### config.mk
export PLATFORM = sky130hd
export DESIGN_NAME = instr_fetch_unit
export DESIGN_NICKNAME = d
export VERILOG_FILES = /design/src/rtl/instr_fetch_unit.sv
export SDC_FILE = /design/constraint.sdc
export NUM_CORES = 1
export LEC_CHECK = 0
export ABC_AREA = 1
export CORE_MARGIN = 2
export CORE_UTILIZATION = 46
export DETAILED_ROUTE_END_ITERATION = 10
export GPL_TIMING_DRIVEN = 0
export PLACE_DENSITY = 0.86
export SLEW_MARGIN = 5
export SYNTH_ARGS = -nofsm -noshare
export SYNTH_HDL_FRONTEND = slang
export SYNTH_SLANG_ARGS = --single-unit
export TNS_END_PERCENT = 50
### constraint.sdc
create_clock -name clk -period 1.7 [get_ports clk]
set_input_delay 0.425 -clock clk [delete_from_list [all_inputs] [get_ports clk]]
set_output_delay 0.425 -clock clk [all_outputs]
set_load 0.005 [all_outputs]
### src/rtl/instr_fetch_unit.sv
// Fetches 16-bit words from a synchronous program ROM, hands each one to the decoder
// with an IR/IF handshake, and retires it before advancing or jumping the PC.
module instr_fetch_unit #(
    parameter int                ADDR_W     = 8,
    parameter logic [ADDR_W-1:0] RESET_PC   = '0,
    parameter logic [3:0]        HALT_OP    = 4'hF,
    parameter int                IF_TIMEOUT = 255
) (
    input  logic              clk,
    input  logic              reset,
    input  logic              run,
    output logic [ADDR_W-1:0] mem_addr,
    output logic              mem_rd,
    input  logic [15:0]       mem_data,
    output logic [15:0]       instruction,
    output logic              IR,
    input  logic              IF,
    input  logic              jmp,
    input  logic [ADDR_W-1:0] jmp_addr,
    output logic [ADDR_W-1:0] pc,
    output logic              halted,
    output logic              timeout_err
);

    // state  | meaning
    // IDLE   | waiting for run
    // FETCH  | ROM read strobe at pc
    // WAIT   | ROM data valid; decode halt or load instruction
    // ISSUE  | IR high, waiting for IF (timeout counter running)
    // RETIRE | one-cycle IR low gap after IF
    // HALT   | stopped until reset
    typedef enum logic [2:0] {
        S_IDLE, S_FETCH, S_WAIT, S_ISSUE, S_RETIRE, S_HALT
    } state_t;

    localparam int CNT_W = $clog2(IF_TIMEOUT + 1);

    state_t           state, state_nxt;
    logic [CNT_W-1:0] cnt;
    logic             is_halt_op;
    logic             timeout_hit;

    assign is_halt_op  = (mem_data[15:12] == HALT_OP);
    // The edge that would bring the count to IF_TIMEOUT is the timeout edge.
    assign timeout_hit = (cnt == CNT_W'(IF_TIMEOUT - 1));

    always_ff @(posedge clk or negedge reset) begin
        if (!reset) state <= S_IDLE;
        else        state <= state_nxt;
    end

    always_comb begin
        state_nxt = state;
        unique case (state)
            S_IDLE:   if (run) state_nxt = S_FETCH;
            S_FETCH:  state_nxt = S_WAIT;
            S_WAIT:   state_nxt = is_halt_op ? S_HALT : S_ISSUE;
            S_ISSUE: begin
                if (IF)               state_nxt = S_RETIRE;
                else if (timeout_hit) state_nxt = S_HALT;
            end
            S_RETIRE: state_nxt = run ? S_FETCH : S_IDLE;
            S_HALT:   state_nxt = S_HALT;
            default:  state_nxt = S_IDLE;
        endcase
    end

    always_comb begin
        mem_rd   = 1'b0;
        mem_addr = '0;
        if (state == S_FETCH) begin
            mem_rd   = 1'b1;
            mem_addr = pc;
        end
    end

    always_ff @(posedge clk or negedge reset) begin
        if (!reset) begin
            pc          <= RESET_PC;
            instruction <= '0;
            IR          <= 1'b0;
            halted      <= 1'b0;
            timeout_err <= 1'b0;
            cnt         <= '0;
        end else begin
            unique case (state)
                S_WAIT: begin
                    if (is_halt_op) begin
                        halted <= 1'b1;
                    end else begin
                        instruction <= mem_data;
                        IR          <= 1'b1;
                        cnt         <= '0;
                    end
                end
                S_ISSUE: begin
                    if (IF) begin
                        IR <= 1'b0;
                        pc <= jmp ? jmp_addr : pc + ADDR_W'(1);
                    end else if (timeout_hit) begin
                        timeout_err <= 1'b1;
                        halted      <= 1'b1;
                        IR          <= 1'b0;
                    end else begin
                        cnt <= cnt + CNT_W'(1);
                    end
                end
                default: ;
            endcase
        end
    end

endmodule

==> results.toml <==
[finish]
drive_gt1_frac = 0.171
area_growth_pct = 46.1
antenna_cells = 0
design_area_sq_um = 2970
regArea_sq_um = 955
num-fill-cells = 342
nNetsFinal = 384
multi_input_area_sq_um = 953

[placed_design]
port_buffers = 63
place.gp.congestion = 0.817
hpwl_um = 3620
dpl_cell_area_sq_um = 2730

[clocking]
clk_pin_slew_ps = 70
cts_max_level = 2
cts_hold_buf = 0
cts_made_buffers = 5
cts-root-buf = "clkbuf_8"
clock_latency_ps = 280
clockBufferDepth = 2
cts_tree = "yes"
cts.sinks = 38

[floorplan]
start_util = 0.474
core_sq_um = 4290
rows = 24
die_w_um = 70.5
fp.dieArea_sq_um = 4970
io_pins = 65
die_y_um = 70.5

[global_routing]
grt.total_usage = 0.229
overflow = 0
first_global_vias = 1978
grt_max_degree = 39
grt_pass1_wl_um = 9030
antenna_found_initial = 0

[power]
power_frac_comb = 0.536
leakage_nw = 1.48
pwr_density_cell_nw_per_um2 = 1550
switching_share = 0.376
power_frac_seq = 0.333
p_int_mw = 2.87
p_sw_mw = 1.73
pwr-share-clk = 0.132
ir_drop_mv = 0.926
p_total_mw = 4.60

[worst_setup_path]
end_kind = "output port"
critPathBufInv = 5
critPathKind = "reg -> out"
crit_cells = 7
crit_family = "buffers and inverters"
cp_slowest_cell = "dfrtp_1"
r2r-end = "instruction[13]$_DFFE_PN0P_"
crit_required_ps = 1270
reg2reg_slack_ps = 160
crit_fanout = 4
critPathArrivalTime_ps = 1580
crit_start = "state[2]$_DFFE_PN0P_"
slowest_delay_ps = 370
reg2reg_from = "state[0]$_DFFE_PN0P_"
path_cells = "buf_6 > nor3_4 > clkinv_2 > buf_6 > buf_6 > nor2_4 > buf_2"
crit_end = "mem_addr[2]"
ff2ff_path_depth = 7
startpoint_type = "flip-flop"
path_common_cell = "buf_6"

[synth]
synth.area.top_cells = "dfrtp_1, nand2_1, nand3_1"
yosys.cell_count.top_type = "nand2_1"
ys_seq_area_frac = 0.467
yosysWarnings = 0
syn_area_sq_um = 2040
synth_common_cells = "nand2_1, dfrtp_1, nand3_1"
synth-main-ff-cell = "dfrtp_1"
synthDistinctLibCells = 28
synth_top_area_cell = "dfrtp_1"
synth_top_cell_area_share = 0.467
synth_cells = 265
synth-seq-cells = 38
async_flop_share = 1.00
syn_nets = 297
syn_avg_cell_area_sq_um = 7.68
synth_edf_count = 0

[sta]
fin_worst_skew_ps = 3.68
relSlewSlack = 0.450
worst_pin_slew_ps = 825
worst_slack_ps = -310
drv_slew = 0
hold_viol = 0
rsz0062_at_grt = "true"
hold_ws_ps = 236
setup_violations = 9
max_freq_mhz = 498
min_period_ps = 2010
fin_crit_sh = 1.18

[route]
first_pass_iters = 4
drt_iter0_drc = 72
routed_wl_um = 5260
avgRoutedWirePerCell_um = 13.1
via_per_inst = 5.14
antenna_left = 0
drc = 0
vias = 2070

[run_status]
status = "finished, violations left"
failed_checks = "setup timing"

[flow_run]
max-cap-violations = 0

[worst_hold_path]
hp-class = "in -> async"
power groups by stage:
stage          Combinational, mW  Sequential (mW)  Clock (mW)
6_report                    2.46             1.53       0.605
5_1_grt                     2.73             1.58       0.664
4_1_cts                     2.34             1.52       0.620
3_5_place_dp                2.07             1.52           0
3_3_place_gp                2.02             1.51           0
2_1_floorplan               1.03             1.50           0
cell families after synthesis:
logic type,Yosys count,synth area share
AO/OA/AOI/OAI,23,0.0602
adder cells (fa/ha/maj),3,0.0184
buffers and inverters,37,0.0854
flip-flops,38,0.467
AND/OR/NAND/NOR,160,0.352
XOR/XNOR,4,0.0172
through the flow:
stage / cells / setup TNS [ps] / worst slack, ps / util
6_report: 403 / -1930 / -310 / 0.693
5_1_grt: 403 / -2650 / -385 / 0.693
4_1_cts: 399 / -1700 / -302 / 0.676
3_5_place_dp: 380 / -8610 / -589 / 0.635
3_3_place_gp: 380 / -33760 / -692 / 0.636
2_1_floorplan: 265 / 0 / 104 / -
worst min path at each step:
stage / to / cells after the start
after floorplan: IR$_DFFE_PN0P_ / 0
after global placement: instruction[7]$_DFFE_PN0P_ / 2
after global routing: pc[4]$_DFFE_PN0P_ / 1
after CTS: pc[3]$_DFFE_PN0P_ / 1
final: pc[3]$_DFFE_PN0P_ / 1
after detailed placement: halted$_DFFE_PN0P_ / 2
repair_timing:
action / CTS / global route
endpoints found under the setup margin: 9 / 33
setup buffers: 12 / 4
resized for setup: 48 / 12
gates cloned: 1 / 0
pin swaps: 4 / 5
placed cells by master (no fill, tap or decap), types with 2 or more instances in the layout:
master / n
clkdlybuf4s50_1: 52
nor2_4: 2
nand2_1: 79
ha_1: 3
clkinv_2: 2
nand4_1: 4
nor2_1: 28
nand3_1: 33
nor3_4: 3
clkbuf_8: 6
dfrtp_2: 3
xor2_1: 3
dfrtp_1: 35
clkbuf_1: 3
buf_4: 12
o21ai_0: 14
a21oi_1: 4
nor3_1: 2
o21ai_1: 2
nor2_2: 2
inv_1: 24
nand3_2: 2
buf_2: 10
buf_6: 11
layout make-up:
class                           instances  area share
Sequential cell                        38       0.321
Timing Repair inverter                  1     0.00168
Tap cell                               52      0.0219
Buffer                                 10      0.0257
Multi-Input combinational cell        190       0.321
Inverter                               27      0.0353
Timing Repair Buffer                   79       0.246
Clock buffer                            6      0.0278
per-layer routing:
metal	share of wire	wire [um]	up-vias	track usage
li1	-	-	1019	-
met1	0.40	2110	966	0.281
met2	0.51	2670	78	0.387
met3	0.077	407	7	0.0664
met4	0.014	74	0	0.0812
met5	0	0	-	0
sequential cells by signal, indices dropped and copies added, names as in the netlist:
signal	count
cnt	8
timeout_err	1
IR	1
pc	8
state	3
halted	1
instruction	16
Note: power is estimated with default switching activity, not from simulation.
